File: src/rtl/vmem_pkg.sv
// Shared frame-buffer geometry, clear-engine state type and the (x,y) to linear address helper.
package vmem_pkg;

  localparam int H_RES = 640;
  localparam int V_RES = 480;
  localparam int AW    = 19;
  localparam int DW    = 24;

  typedef enum logic {
    IDLE = 1'b0,
    FILL = 1'b1
  } clr_state_e;

  // 640 = 512 + 128, so the common geometry needs only two shifts and an add.
  function automatic logic [31:0] xy_to_addr(input logic [9:0] x, input logic [9:0] y,
                                             input int unsigned h_res);
    logic [31:0] xw;
    logic [31:0] yw;
    xw = {22'd0, x};
    yw = {22'd0, y};
    if (h_res == 32'd640) return (yw << 9) + (yw << 7) + xw;
    return (yw * h_res) + xw;
  endfunction

endpackage

File: src/rtl/vmem_clear_fsm.sv
// Full-screen fill engine: one colour write per granted cycle, counter runs 0..H_RES*V_RES-1.
// No added latency; a withheld grant simply stalls the counter, and start is ignored while filling.
module vmem_clear_fsm #(
  parameter int H_RES = vmem_pkg::H_RES,
  parameter int V_RES = vmem_pkg::V_RES,
  parameter int AW    = vmem_pkg::AW,
  parameter int DW    = vmem_pkg::DW
) (
  input  logic          clk,
  input  logic          rst,
  input  logic          start_i,
  input  logic [DW-1:0] color_i,
  input  logic          grant_i,
  output logic          busy_o,
  output logic [AW-1:0] addr_o,
  output logic [DW-1:0] color_o
);
  import vmem_pkg::*;

  localparam logic [AW-1:0] LAST = AW'(H_RES * V_RES - 1);

  clr_state_e    state_q, state_d;
  logic [AW-1:0] cnt_q, cnt_d;
  logic [DW-1:0] color_q, color_d;

  always_ff @(posedge clk) begin
    if (rst) begin
      state_q <= IDLE;
      cnt_q   <= '0;
      color_q <= '0;
    end else begin
      state_q <= state_d;
      cnt_q   <= cnt_d;
      color_q <= color_d;
    end
  end

  always_comb begin
    state_d = state_q;
    cnt_d   = cnt_q;
    color_d = color_q;
    case (state_q)
      IDLE: begin
        if (start_i) begin
          state_d = FILL;
          cnt_d   = '0;
          color_d = color_i;
        end
      end
      FILL: begin
        if (grant_i) begin
          if (cnt_q == LAST) begin
            state_d = IDLE;
            cnt_d   = '0;
          end else begin
            cnt_d = cnt_q + AW'(1);
          end
        end
      end
      default: state_d = IDLE;
    endcase
  end

  assign busy_o  = (state_q == FILL);
  assign addr_o  = cnt_q;
  assign color_o = color_q;

endmodule

File: src/rtl/vmem_arbiter.sv
// Single-port frame-buffer arbiter: display read > clear fill > pixel writer, one RAM access per cycle.
// Display data returns 2 cycles after pix_req; writer is stalled via wr_ready while display or fill own the RAM.
module vmem_arbiter #(
  parameter int H_RES = vmem_pkg::H_RES,
  parameter int V_RES = vmem_pkg::V_RES,
  parameter int AW    = vmem_pkg::AW,
  parameter int DW    = vmem_pkg::DW
) (
  input  logic          clk,
  input  logic          rst,
  input  logic          pix_req,
  input  logic [9:0]    pix_h,
  input  logic [9:0]    pix_v,
  output logic [DW-1:0] pix_data,
  output logic          pix_valid,
  input  logic          wr_valid,
  output logic          wr_ready,
  input  logic [9:0]    wr_x,
  input  logic [9:0]    wr_y,
  input  logic [DW-1:0] wr_data,
  output logic          wr_err,
  input  logic          clr_start,
  input  logic [DW-1:0] clr_color,
  output logic          clr_busy,
  output logic [AW-1:0] mem_addr,
  output logic          mem_we,
  output logic [DW-1:0] mem_wdata,
  input  logic [DW-1:0] mem_rdata
);
  import vmem_pkg::*;

  logic [AW-1:0] pix_addr, wr_addr, clr_addr;
  logic [DW-1:0] clr_fill;
  logic          pix_oor, wr_oor, pix_rd, clr_grant, wr_we;
  logic          rd_vld_q, rd_oor_q, pix_valid_q, wr_err_q;
  logic [DW-1:0] pix_data_q;

  assign pix_addr = AW'(xy_to_addr(pix_h, pix_v, H_RES));
  assign wr_addr  = AW'(xy_to_addr(wr_x, wr_y, H_RES));
  assign pix_oor  = ({22'd0, pix_h} >= 32'(H_RES)) || ({22'd0, pix_v} >= 32'(V_RES));
  assign wr_oor   = ({22'd0, wr_x} >= 32'(H_RES)) || ({22'd0, wr_y} >= 32'(V_RES));

  // An out-of-range display request frees the slot for the fill engine.
  assign pix_rd    = pix_req & ~pix_oor & ~rst;
  assign clr_grant = clr_busy & ~pix_rd & ~rst;
  assign wr_ready  = wr_valid & ~pix_req & ~clr_busy & ~rst;
  assign wr_we     = wr_ready & ~wr_oor;

  vmem_clear_fsm #(
    .H_RES(H_RES),
    .V_RES(V_RES),
    .AW   (AW),
    .DW   (DW)
  ) u_clear (
    .clk    (clk),
    .rst    (rst),
    .start_i(clr_start),
    .color_i(clr_color),
    .grant_i(clr_grant),
    .busy_o (clr_busy),
    .addr_o (clr_addr),
    .color_o(clr_fill)
  );

  always_comb begin
    mem_addr  = '0;
    mem_we    = 1'b0;
    mem_wdata = '0;
    if (pix_rd) begin
      mem_addr = pix_addr;
    end else if (clr_grant) begin
      mem_addr  = clr_addr;
      mem_we    = 1'b1;
      mem_wdata = clr_fill;
    end else if (wr_we) begin
      mem_addr  = wr_addr;
      mem_we    = 1'b1;
      mem_wdata = wr_data;
    end
  end

  always_ff @(posedge clk) begin
    if (rst) begin
      rd_vld_q    <= 1'b0;
      rd_oor_q    <= 1'b0;
      pix_valid_q <= 1'b0;
      pix_data_q  <= '0;
      wr_err_q    <= 1'b0;
    end else begin
      rd_vld_q    <= pix_req;
      rd_oor_q    <= pix_oor;
      pix_valid_q <= rd_vld_q;
      if (rd_vld_q) pix_data_q <= rd_oor_q ? '0 : mem_rdata;
      wr_err_q    <= wr_ready & wr_oor;
    end
  end

  assign pix_valid = pix_valid_q;
  assign pix_data  = pix_data_q;
  assign wr_err    = wr_err_q;

endmodule

File: config.mk
export PLATFORM = sky130hd
export DESIGN_NAME = vmem_arbiter
export DESIGN_NICKNAME = d
export VERILOG_FILES = /design/src/rtl/vmem_pkg.sv /design/src/rtl/vmem_clear_fsm.sv /design/src/rtl/vmem_arbiter.sv
export SDC_FILE = /design/constraint.sdc
export NUM_CORES = 1
export LEC_CHECK = 0
export ABC_AREA = 1
export BUFFER_PORTS_ARGS = -buffer_cell sky130_fd_sc_hd__buf_2
export CAP_MARGIN = 20
export CORE_MARGIN = 5
export CORE_UTILIZATION = 45
export CTS_CLUSTER_SIZE = 10
export DETAILED_ROUTE_END_ITERATION = 8
export PLACE_DENSITY_LB_ADDON = 0.08
export SLEW_MARGIN = 5
export SYNTH_ARGS = -nofsm -noshare
export SYNTH_HDL_FRONTEND = slang
export SYNTH_SLANG_ARGS = --single-unit
File: constraint.sdc
create_clock -name clk -period 2.71 [get_ports clk]
set_input_delay 0.271 -clock clk [delete_from_list [all_inputs] [get_ports clk]]
set_output_delay 0.271 -clock clk [all_outputs]
set_load 0.05 [all_outputs]
==> results.toml <==
[run_status]
outcome = "complete, no violations"

[logic_synthesis]
ys_warn_count = 0
synth_nets = 897
syn_inst = 737
yosysSeqAreaShare_pct = 29.0
ys_seq_elements = 72
yosysUniqueCellTypes = 35
syn_area_mm2 = 0.00497
synthTopCellsByArea = "dfxtp_1 29%, nand2_1 16%, ha_1 9.8%"
syn-mean-instance-area_um2 = 6.74
yosys.area.top_type = "dfxtp_1"
yosys.area.top_type_share_pct = 29.0

[worst_setup_path]
crit_path_max_fanout = 2
crit_required_ns = 2.44
critPathLaunch = "wr_x[9]"
worstSetupStartpointType = "primary input"
reg2reg_setup_slack_ns = 0.94
worstSetupEndpointType = "primary output"
timing.rr.start = "u_clear.busy_o"
r2r-end = "u_clear.color_o[8]"
crit_arrival_ns = 2.32
r2r_cells = 5
path_class = "primary input to primary output"
cp-endpoint = "mem_addr[17]"

[layout]
final_common_cell = "nand2_1"
area_delta_synth_final_pct = 25.7
mostFrequentLayoutCells = "217 x nand2_1, 183 x buf_2, 93 x nor2_1"
drive_above_1_share_pct = 25.6
postLayoutCellArea_mm2 = 0.00624
n_fill_cell = 1096
diodes = 0
fin_nets = 1076

[grt]
gr-total-overflow = 0
grt_util_all_layers_pct = 22.3
grt_pass1_vias = 5265
antenna_found_initial = 0
grt_max_degree = 36
grt_pass1_wl_um = 24200

[detailed_routing]
drc = 0
final_antenna_net_count = 0
drtPass1Iterations = 5
via_per_inst = 5.04
post_drt_wl_per_cell_um = 13.9
drt_wl_total_um = 14800
num_vias = 5347
drt_iter0_markers = 333

[placement]
numPortBuffers = 188
place_area_mm2 = 0.00599
place.gp.congestion = 0.997
dp_hpwl_um = 11800

[floorplan]
die_area_mm2 = 0.0132
ios = 189
rows = 38
die_w_um = 115
die_h_um = 115
core-area_mm2 = 0.0108
initial_core_util_pct = 45.8

[clock_network]
root_buffer = "clkbuf_8"
cts_buffer_depth = 2
clk_pin_slew_ns = 0.08
cts_made_buffers = 9
cts_tree = "done"
clk_latency_ns = 0.36
cts_sinks = 72
cts.htree.levels = 3

[timing]
fmax_ghz = 0.386
worstMarginPinSlew_ns = 0.728
timing.hold.ws_ns = 0.151
finalHoldViolCount = 0
period_needed_ns = 2.59
setup_viol = 0
slew_headroom_pct = 51.4
fin_skew_ns = 0.0137
rsz0062_at_grt = "false"
slew_violations = 0
period_share_pct = 95.7

[pwr]
vdd_ir_drop_max_v = 0.000479
powerDensity_mw_per_mm2 = 465
p_leak_nw = 3.12

[worst_hold_path]
min_path_type = "primary input to flop"

[run]
maxCapViolations = 0
-- cell families (layout without fill, tap and decap cells) --
logic type | Yosys count | in the layout | share of synthesized area [%]
AND/OR/NAND/NOR | 384 | 384 | 32.7
AO/OA/AOI/OAI | 126 | 126 | 15.4
adder cells (fa/ha/maj) | 43 | 43 | 11.4
flip-flops | 72 | 72 | 29.0
buffers and inverters | 97 | 281 | 8.87
XOR/XNOR | 15 | 15 | 2.65
-- report_power, final --
group | switching, mW | leakage, nW | internal [mW]
logic | 0.532 | 2.42 | 0.289
clock network | 0.428 | 0.111 | 0.523
registers | 0.0276 | 0.589 | 1.10
-- critical path, cell delays in order --
cell     delay [ns]
buf_2          0.08
inv_1          0.05
fa_1           0.58
inv_1          0.07
ha_1           0.28
nand2_1        0.09
nor2_1         0.12
nand3_1        0.12
nand4_1        0.12
nand3_1        0.13
nand3_1        0.14
buf_2          0.28
-- per-layer routing --
| layer | vias up | wire length (µm) | global-route usage [%] |
|---|---|---|---|
| met3 | 25 | 1060 | 6.11 |
| met5 | - | 0 | 0 |
| met2 | 163 | 7130 | 37.7 |
| met4 | 0 | 278 | 6.10 |
| met1 | 2387 | 6300 | 28.0 |
| li1 | 2772 | - | - |
-- cell usage after synthesis --
cell      number
nor2_1        93
a21oi_1       51
dfxtp_1       72
a31oi_1        2
clkbuf_1      10
fa_1           4
ha_1          39
nand3_1       46
xnor2_1        5
nand3_4        2
o21a_1         2
nor2_4         2
a22o_1        24
o21bai_1       3
nand2_4        2
o21ai_0       33
inv_2          5
inv_1         60
buf_6          7
xor2_1        10
clkinv_1       3
nand2_1      217
nor3b_1        1
o221ai_1       2
nand4_1        7
inv_4          1
nor2_8         1
o21ai_1        1
nor2_2         3
buf_4          3
buf_2          8
o211ai_1       8
nor3_1         6
nand3b_1       2
nand2_2        2
-- how the worst min path moves through the flow --
stage / from / end / slack [ns] / depth (start not counted)
after global routing: mem_rdata[18] / pix_data[18] / 0.13 / 3
after CTS: mem_rdata[7] / pix_data[7] / 0.13 / 3
after floorplan: mem_rdata[0] / pix_data[0] / 0.41 / 2
after detailed placement: pix_data[12] / pix_data[12] / 0.45 / 2
final: mem_rdata[7] / pix_data[7] / 0.15 / 3
after global placement: pix_data[7] / pix_data[7] / 0.45 / 2
-- flip-flops by register name, summed over array words and instances, names as in the netlist --
signal and cells:
pix_data 24, pix_valid 1, rd_oor_q 1, rd_vld_q 1, u_clear.addr_o 19, u_clear.busy_o 1, u_clear.color_o 24, wr_err 1
-- cell type report --
class | instances | area [µm²] | share of cell area, %
flip-flops and latches | 72 | 1440 | 23.1
multi-input cells | 568 | 3110 | 49.7
repair buffers | 196 | 1040 | 16.6
clock buffers | 10 | 128 | 2.04
clock inverters | 6 | 91.3 | 1.46
inverters | 69 | 263 | 4.21
well taps | 140 | 175 | 2.81
-- metrics by stage --
stage          instances  setup TNS (ns)  worst slack (ns)  utilization [%]  total power, mW
2_1_floorplan        737               0            0.0409                -             1.72
3_3_place_gp        1045         -0.0441           -0.0396             55.2             1.95
3_5_place_dp        1045         -0.0630           -0.0469             55.2             1.96
4_1_cts             1061               0            0.0371             57.3             2.92
5_1_grt             1061               0            0.0201             57.6             3.07
6_report            1061               0             0.117             57.6             2.91
-- timing repair --
action,CTS,global route
gates resized for setup,3,12
setup endpoints to repair,2,27
setup buffers,0,0
endpoints found under the hold margin,0,0
gates cloned,0,0
hold buffers,0,0
No activity file was read; power rests on OpenSTA's default activity.
